===== config.mk =====
export PLATFORM = sky130hd
export DESIGN_NAME = mem_stage
export DESIGN_NICKNAME = d
export VERILOG_FILES = /design/src/rtl/cpu_pkg.sv /design/src/rtl/mem_access_fsm.sv /design/src/rtl/mem_stage.sv
export SDC_FILE = /design/constraint.sdc
export NUM_CORES = 1
export LEC_CHECK = 0
export ABC_CLOCK_PERIOD_IN_PS = 1700
export CAP_MARGIN = 10
export CORE_AREA = 5 5 117 119
export CTS_CLUSTER_DIAMETER = 100
export DETAILED_ROUTE_END_ITERATION = 7
export DIE_AREA = 0 0 122 124
export PLACE_DENSITY = 0.79
export SLEW_MARGIN = 0
export SYNTH_ARGS = -nofsm -noshare
export SYNTH_HDL_FRONTEND = slang
export SYNTH_SLANG_ARGS = --single-unit

===== constraint.sdc =====
create_clock -name clk -period 1.7 [get_ports clk]
set_input_delay 0.51 -clock clk [delete_from_list [all_inputs] [get_ports clk]]
set_output_delay 0.51 -clock clk [all_outputs]
set_load 0.05 [all_outputs]

===== src/rtl/cpu_pkg.sv =====
// Shared pipeline definitions: EX/MEM and MEM/WB field layout, write-back
// source encodings and the MEM-stage access FSM state type.
package cpu_pkg;

  localparam int unsigned ExMemW = 139;
  localparam int unsigned MemWbW = 38;

  localparam int unsigned StoreLsb    = 0;
  localparam int unsigned AluLsb      = 32;
  localparam int unsigned WrLsb       = 64;
  localparam int unsigned MemReadBit  = 69;
  localparam int unsigned MemWriteBit = 70;
  localparam int unsigned RegWriteBit = 71;
  localparam int unsigned MemToRegLsb = 72;
  localparam int unsigned Pc4Lsb      = 74;
  localparam int unsigned LuDataLsb   = 106;
  localparam int unsigned LuOpBit     = 138;

  localparam int unsigned WbDataLsb   = 0;
  localparam int unsigned WbRegLsb    = 32;
  localparam int unsigned WbRegWrBit  = 37;

  localparam logic [1:0] WbAlu = 2'b00;
  localparam logic [1:0] WbMem = 2'b01;
  localparam logic [1:0] WbPc4 = 2'b10;

  typedef enum logic {StIdle, StWait} mem_state_e;

endpackage


===== src/rtl/mem_access_fsm.sv =====
// Data-bus request sequencer: issues the request, counts wait states, aborts
// on timeout and raises the upstream stall and the error pulses.
module mem_access_fsm
  import cpu_pkg::*;
#(
  parameter int unsigned Timeout = 16
) (
  input  logic clk_i,
  input  logic rst_i,
  input  logic access_i,
  input  logic aligned_i,
  input  logic ack_i,
  output logic req_o,
  output logic stall_o,
  output logic complete_o,
  output logic abort_o,
  output logic misalign_err_o,
  output logic bus_err_o
);

  localparam int unsigned CntW = $clog2(Timeout);

  mem_state_e        state_q, state_d;
  logic [CntW-1:0]   cnt_q, cnt_d;
  logic              req, complete, abort;
  logic              misalign_q, bus_err_q;

  always_comb begin
    state_d  = state_q;
    cnt_d    = cnt_q;
    req      = 1'b0;
    complete = 1'b0;
    abort    = 1'b0;
    unique case (state_q)
      StIdle: begin
        if (access_i && aligned_i) begin
          req = 1'b1;
          if (ack_i) begin
            complete = 1'b1;
          end else begin
            state_d = StWait;
            cnt_d   = CntW'(1);
          end
        end
      end
      StWait: begin
        req = 1'b1;
        if (ack_i) begin
          complete = 1'b1;
          state_d  = StIdle;
          cnt_d    = '0;
        end else if (cnt_q == CntW'(Timeout - 1)) begin
          abort   = 1'b1;
          state_d = StIdle;
          cnt_d   = '0;
        end else begin
          cnt_d = cnt_q + CntW'(1);
        end
      end
      default: state_d = StIdle;
    endcase
  end

  // Reset kills an outstanding request at once; the access is not retried.
  assign req_o          = req & ~rst_i;
  assign complete_o     = complete & ~rst_i;
  assign abort_o        = abort & ~rst_i;
  assign stall_o        = req_o & ~ack_i & ~abort_o;
  assign misalign_err_o = misalign_q;
  assign bus_err_o      = bus_err_q;

  always_ff @(posedge clk_i or posedge rst_i) begin
    if (rst_i) begin
      state_q    <= StIdle;
      cnt_q      <= '0;
      misalign_q <= 1'b0;
      bus_err_q  <= 1'b0;
    end else begin
      state_q    <= state_d;
      cnt_q      <= cnt_d;
      misalign_q <= (state_q == StIdle) && access_i && !aligned_i;
      bus_err_q  <= abort;
    end
  end

endmodule


===== src/rtl/mem_stage.sv =====
// Pipeline MEM stage: drives the data bus from EX_MEM, selects the write-back
// value and loads MEM_WB, inserting bubbles while the access is outstanding.
module mem_stage
  import cpu_pkg::*;
#(
  parameter int unsigned TIMEOUT = 16
) (
  input  logic                clk,
  input  logic                reset,
  input  logic [ExMemW-1:0]   EX_MEM,
  output logic                mem_req,
  output logic                mem_we,
  output logic [31:0]         mem_addr,
  output logic [31:0]         mem_wdata,
  input  logic                mem_ack,
  input  logic [31:0]         mem_rdata,
  output logic                stall,
  output logic [31:0]         fwd_data,
  output logic [MemWbW-1:0]   MEM_WB,
  output logic                misalign_err,
  output logic                bus_err
);

  logic [31:0] alu_res, pc_plus4, lu_data, wb_data;
  logic [4:0]  wr_reg;
  logic [1:0]  mem_to_reg;
  logic        mem_read, reg_write, lu_op, access, aligned, complete, abort;
  logic [MemWbW-1:0] mem_wb_q, mem_wb_d;

  assign mem_wdata  = EX_MEM[StoreLsb +: 32];
  assign alu_res    = EX_MEM[AluLsb +: 32];
  assign wr_reg     = EX_MEM[WrLsb +: 5];
  assign mem_read   = EX_MEM[MemReadBit];
  assign mem_we     = EX_MEM[MemWriteBit];
  assign reg_write  = EX_MEM[RegWriteBit];
  assign mem_to_reg = EX_MEM[MemToRegLsb +: 2];
  assign pc_plus4   = EX_MEM[Pc4Lsb +: 32];
  assign lu_data    = EX_MEM[LuDataLsb +: 32];
  assign lu_op      = EX_MEM[LuOpBit];

  assign mem_addr = alu_res;
  assign access   = mem_read | mem_we;
  assign aligned  = (alu_res[1:0] == 2'b00);

  mem_access_fsm #(
    .Timeout (TIMEOUT)
  ) u_fsm (
    .clk_i          (clk),
    .rst_i          (reset),
    .access_i       (access),
    .aligned_i      (aligned),
    .ack_i          (mem_ack),
    .req_o          (mem_req),
    .stall_o        (stall),
    .complete_o     (complete),
    .abort_o        (abort),
    .misalign_err_o (misalign_err),
    .bus_err_o      (bus_err)
  );

  always_comb begin
    if (mem_to_reg == WbPc4) begin
      fwd_data = pc_plus4;
    end else if (lu_op) begin
      fwd_data = lu_data;
    end else begin
      fwd_data = alu_res;
    end
  end

  // Misaligned or aborted loads never complete, so they write back zero.
  always_comb begin
    if (mem_to_reg == WbMem) begin
      wb_data = complete ? mem_rdata : 32'h0;
    end else begin
      wb_data = fwd_data;
    end
    if (stall) begin
      mem_wb_d = '0;
    end else begin
      mem_wb_d = {reg_write & (wr_reg != 5'd0), wr_reg, wb_data};
    end
  end

  always_ff @(posedge clk or posedge reset) begin
    if (reset) begin
      mem_wb_q <= '0;
    end else begin
      mem_wb_q <= mem_wb_d;
    end
  end

  assign MEM_WB = mem_wb_q;

endmodule


==> run_summary.xml <==
<?xml version="1.0" encoding="UTF-8"?>
<metrics>
  <group name="logic_synthesis">
    <metric name="synthMuxAreaShare" unit="%">10.2</metric>
    <metric name="yosysUniqueCellTypes" unit="">29</metric>
    <metric name="synth-seq-area-share" unit="%">35.9</metric>
    <metric name="synth_simple_gate_area_share" unit="%">13.9</metric>
    <metric name="netlist_instances" unit="">363</metric>
    <metric name="synthesis.nets" unit="">538</metric>
    <metric name="synth_edf_count" unit="">0</metric>
    <metric name="ys_dominant_reg_cell" unit="">sky130_fd_sc_hd__dfrtp_1</metric>
    <metric name="synth-adder-area-share" unit="%">0.399</metric>
    <metric name="async_s_r_ff_share_synth" unit="%">100</metric>
    <metric name="postSynthAreaPerCell" unit="um^2">8.63</metric>
    <metric name="xor_xnor_portion_of_the_synthesized_cell_area" unit="%">0.280</metric>
    <metric name="dominant_combinational_cell_family_by_area_after_synthesis" unit="">buffers and inverters</metric>
    <metric name="yosys_warnings" unit="">0</metric>
    <metric name="netlist_area" unit="um^2">3130</metric>
    <metric name="synth_compound_gate_area_share" unit="%">15.7</metric>
    <metric name="yosys_register_bits" unit="">45</metric>
  </group>
  <group name="cells_and_area">
    <metric name="drive_gt1_share" unit="%">58.8</metric>
    <metric name="mostFrequentLayoutCells" unit="">sky130_fd_sc_hd__buf_4 (110), sky130_fd_sc_hd__buf_12 (84), sky130_fd_sc_hd__clkdlybuf4s50_1 (73)</metric>
    <metric name="utilization" unit="%">65.6</metric>
    <metric name="final_nets" unit="">839</metric>
    <metric name="syn_to_final_growth" unit="%">161</metric>
    <metric name="layout.cell_area.non_filler" unit="um^2">8180</metric>
    <metric name="antennaDiodeCount" unit="">0</metric>
    <metric name="layout.cells.most_common" unit="">sky130_fd_sc_hd__buf_4</metric>
  </group>
  <group name="placed_design">
    <metric name="portBuffers" unit="">248</metric>
    <metric name="finalWeightedCongestion" unit="">0.788</metric>
    <metric name="postPlaceCellArea" unit="um^2">7200</metric>
    <metric name="dp_worst_setup_slack" unit="ns">-0.774</metric>
    <metric name="detailedPlacementHpwl" unit="mm">12.4</metric>
  </group>
  <group name="setup_path">
    <metric name="critical_path_arrival" unit="ns">1.48</metric>
    <metric name="worstSetupPathType" unit="">in2out</metric>
    <metric name="end_kind" unit="">output pin</metric>
    <metric name="worstReg2RegStart" unit="">u_fsm.cnt_q[0]$_DFFE_PP0P_</metric>
    <metric name="critical_path_required" unit="ns">1.19</metric>
    <metric name="path_max_fanout" unit="">6</metric>
    <metric name="worstSetupStartpoint" unit="">EX_MEM[72]</metric>
    <metric name="crit_path_start_kind" unit="">input port</metric>
  </group>
  <group name="drt">
    <metric name="dr.first_iter.drc_count" unit="">117</metric>
    <metric name="via_count" unit="">3803</metric>
    <metric name="drt-pass1-iter-count" unit="">5</metric>
    <metric name="detail_route.wl_per_cell" unit="um">19.4</metric>
    <metric name="detail-route-antenna-nets" unit="">0</metric>
    <metric name="totalWireLength" unit="mm">16.2</metric>
    <metric name="via_per_inst" unit="">4.54</metric>
    <metric name="route.detailed.drc" unit="">0</metric>
  </group>
  <group name="status">
    <metric name="failing_checks" unit="">setup timing</metric>
    <metric name="outcome" unit="">finished, violations left</metric>
  </group>
  <group name="grt">
    <metric name="grt_util_all_layers" unit="%">20.5</metric>
    <metric name="first_pass_grt_wire_length" unit="mm">23.6</metric>
    <metric name="number_of_antenna_violations_at_the_first_check_in_global_routing" unit="">0</metric>
    <metric name="gr-total-overflow" unit="">0</metric>
    <metric name="grt_start_max_net_pins" unit="">28</metric>
    <metric name="grt_pass1_vias" unit="">4269</metric>
  </group>
  <group name="worst_hold_path">
    <metric name="holdCritPathClass" unit="">in2async</metric>
  </group>
  <group name="timing">
    <metric name="clock.fmax" unit="MHz">504</metric>
    <metric name="fin_worst_skew" unit="ns">0.00256</metric>
    <metric name="final_hold_viol_count" unit="">0</metric>
    <metric name="worst_slew_pin_slew" unit="ns">0.319</metric>
    <metric name="final-setup-viol-count" unit="">34</metric>
    <metric name="min_period" unit="ns">1.99</metric>
    <metric name="report.final.slew_viol_count" unit="">0</metric>
    <metric name="post-route-period-util" unit="%">117</metric>
    <metric name="rsz0062_at_grt" unit="">true</metric>
    <metric name="slew-limit-headroom" unit="%">78.6</metric>
    <metric name="postLayoutSetupSlackWorst" unit="ns">-0.285</metric>
  </group>
  <group name="power">
    <metric name="p_leak" unit="nW">3.76</metric>
    <metric name="worst_vdd_ir" unit="uV">442</metric>
    <metric name="power.density" unit="nW/um^2">665</metric>
  </group>
  <group name="die">
    <metric name="die_x_extent" unit="um">122</metric>
    <metric name="fp.dieArea" unit="um^2">15100</metric>
    <metric name="initial_core_util" unit="%">25.1</metric>
    <metric name="floorplan.rows" unit="">41</metric>
    <metric name="fp.dieH" unit="um">124</metric>
    <metric name="core_area" unit="um^2">12500</metric>
    <metric name="pin_count" unit="">313</metric>
  </group>
  <group name="clock_network">
    <metric name="insertion_delay" unit="ns">0.28</metric>
    <metric name="clockRootBuffer" unit="">sky130_fd_sc_hd__clkbuf_16</metric>
    <metric name="tritoncts_clock_tree" unit="">built</metric>
    <metric name="htree_num_levels" unit="">2</metric>
    <metric name="cts-buffers-inserted" unit="">5</metric>
    <metric name="cts_hold_repair.buffers" unit="">0</metric>
    <metric name="max-clock-path-buffers" unit="">2</metric>
    <metric name="cts.clk_slew.worst_paths" unit="ns">0.06</metric>
    <metric name="clock_sink_count" unit="">45</metric>
  </group>
  <group name="run">
    <metric name="max_cap_viol_count" unit="">0</metric>
  </group>
</metrics>
-- power by group --
group,switching [mW],internal (mW)
Clock,0.391,0.540
Combinational,1.61,1.60
Sequential,0.106,1.19
-- kinds of logic (layout without fill, tap and decap cells) --
| kind of cell | Yosys count | in the layout |
|---|---|---|
| simple gates | 90 | 91 |
| buf+inv | 119 | 420 |
| fa+ha+maj | 1 | 1 |
| compound gates | 75 | 75 |
| flops | 45 | 45 |
| xor+xnor | 1 | 1 |
| mux | 32 | 32 |
-- path summary, 6_finish.rpt --
kind / to / slack [ns] / cells after the start
max: fwd_data[21] / -0.29 / 6
min: MEM_WB[21]$_DFF_PP0_ / 0.56 / 4
max reg2reg: u_fsm.cnt_q[3]$_DFFE_PP0P_ / 0.17 / 8
min reg2reg: u_fsm.misalign_err_o$_DFF_PP0_ / 0.56 / 2
max in group asynchronous: MEM_WB[27]$_DFF_PP0_ / 0.90 / 4
min in group clk: u_fsm.misalign_err_o$_DFF_PP0_ / 0.56 / 2
-- critical path, cell delays in order --
cell and delay, ns:
sky130_fd_sc_hd__buf_8 0.10, sky130_fd_sc_hd__nand2b_4 0.26, sky130_fd_sc_hd__buf_6 0.21, sky130_fd_sc_hd__o21ai_4 0.19, sky130_fd_sc_hd__inv_4 0.05, sky130_fd_sc_hd__buf_12 0.14
-- flip-flops by register name (all words and copies together) (netlist names) --
register / flops
u_fsm.misalign_err_o: 1
u_fsm.state_q: 1
MEM_WB: 38
u_fsm.cnt_q: 4
u_fsm.bus_err_o: 1
-- final cells by class --
class	instances	area, um^2
Multi-Input combinational cell	200	1930
Sequential cell	45	1130
Tap cell	172	215
Clock buffer	6	129
Fill cell	924	4290
Inverter	34	205
Clock inverter	2	10.0
Timing Repair Buffer	378	4570
-- per-stage QoR --
stage	total power, mW	std cells	TNS (ns)	hold WS, ns
detailed placement	4.16	789	-44.98	0.500
global placement	4.10	789	-42.79	0.491
floorplan	2.91	363	-0.789	0.473
CTS	5.36	825	-8.29	0.529
finish	5.43	837	-7.97	0.560
global route	5.63	837	-9.01	0.600
-- synthesized netlist by cell type (6+ instances only) --
master                    count  area share, %
sky130_fd_sc_hd__buf_4       69             17
sky130_fd_sc_hd__dfrtp_1     45             36
sky130_fd_sc_hd__nand3_1     35            5.6
sky130_fd_sc_hd__inv_1       34            4.1
sky130_fd_sc_hd__o21ai_0     34            5.4
sky130_fd_sc_hd__nand2_1     33            4.0
sky130_fd_sc_hd__mux2i_1     32             10
sky130_fd_sc_hd__o21ai_2     21            5.9
sky130_fd_sc_hd__o21ai_1     13            2.1
sky130_fd_sc_hd__buf_2       10            1.6
sky130_fd_sc_hd__nor2_1       6           0.72
sky130_fd_sc_hd__nor2b_1      6            1.2
-- layer usage --
layer | vias up | part of all wire, % | GRT usage [%]
li1 | 1747 | - | -
met1 | 1795 | 33 | 20.4
met2 | 193 | 56 | 40.0
met3 | 68 | 6.2 | 4.22
met4 | 0 | 4.3 | 10.2
met5 | - | 0 | 0
-- timing repair --
| item | CTS | global route |
|---|---|---|
| resized for setup | 186 | 30 |
| setup endpoints to repair | 103 | 34 |
| cloned | 5 | 0 |
| hold endpoints to repair | 0 | 0 |
| pin swaps | 33 | 23 |
| buffers inserted | 23 | 12 |
(Power assumes the default switching activity.)
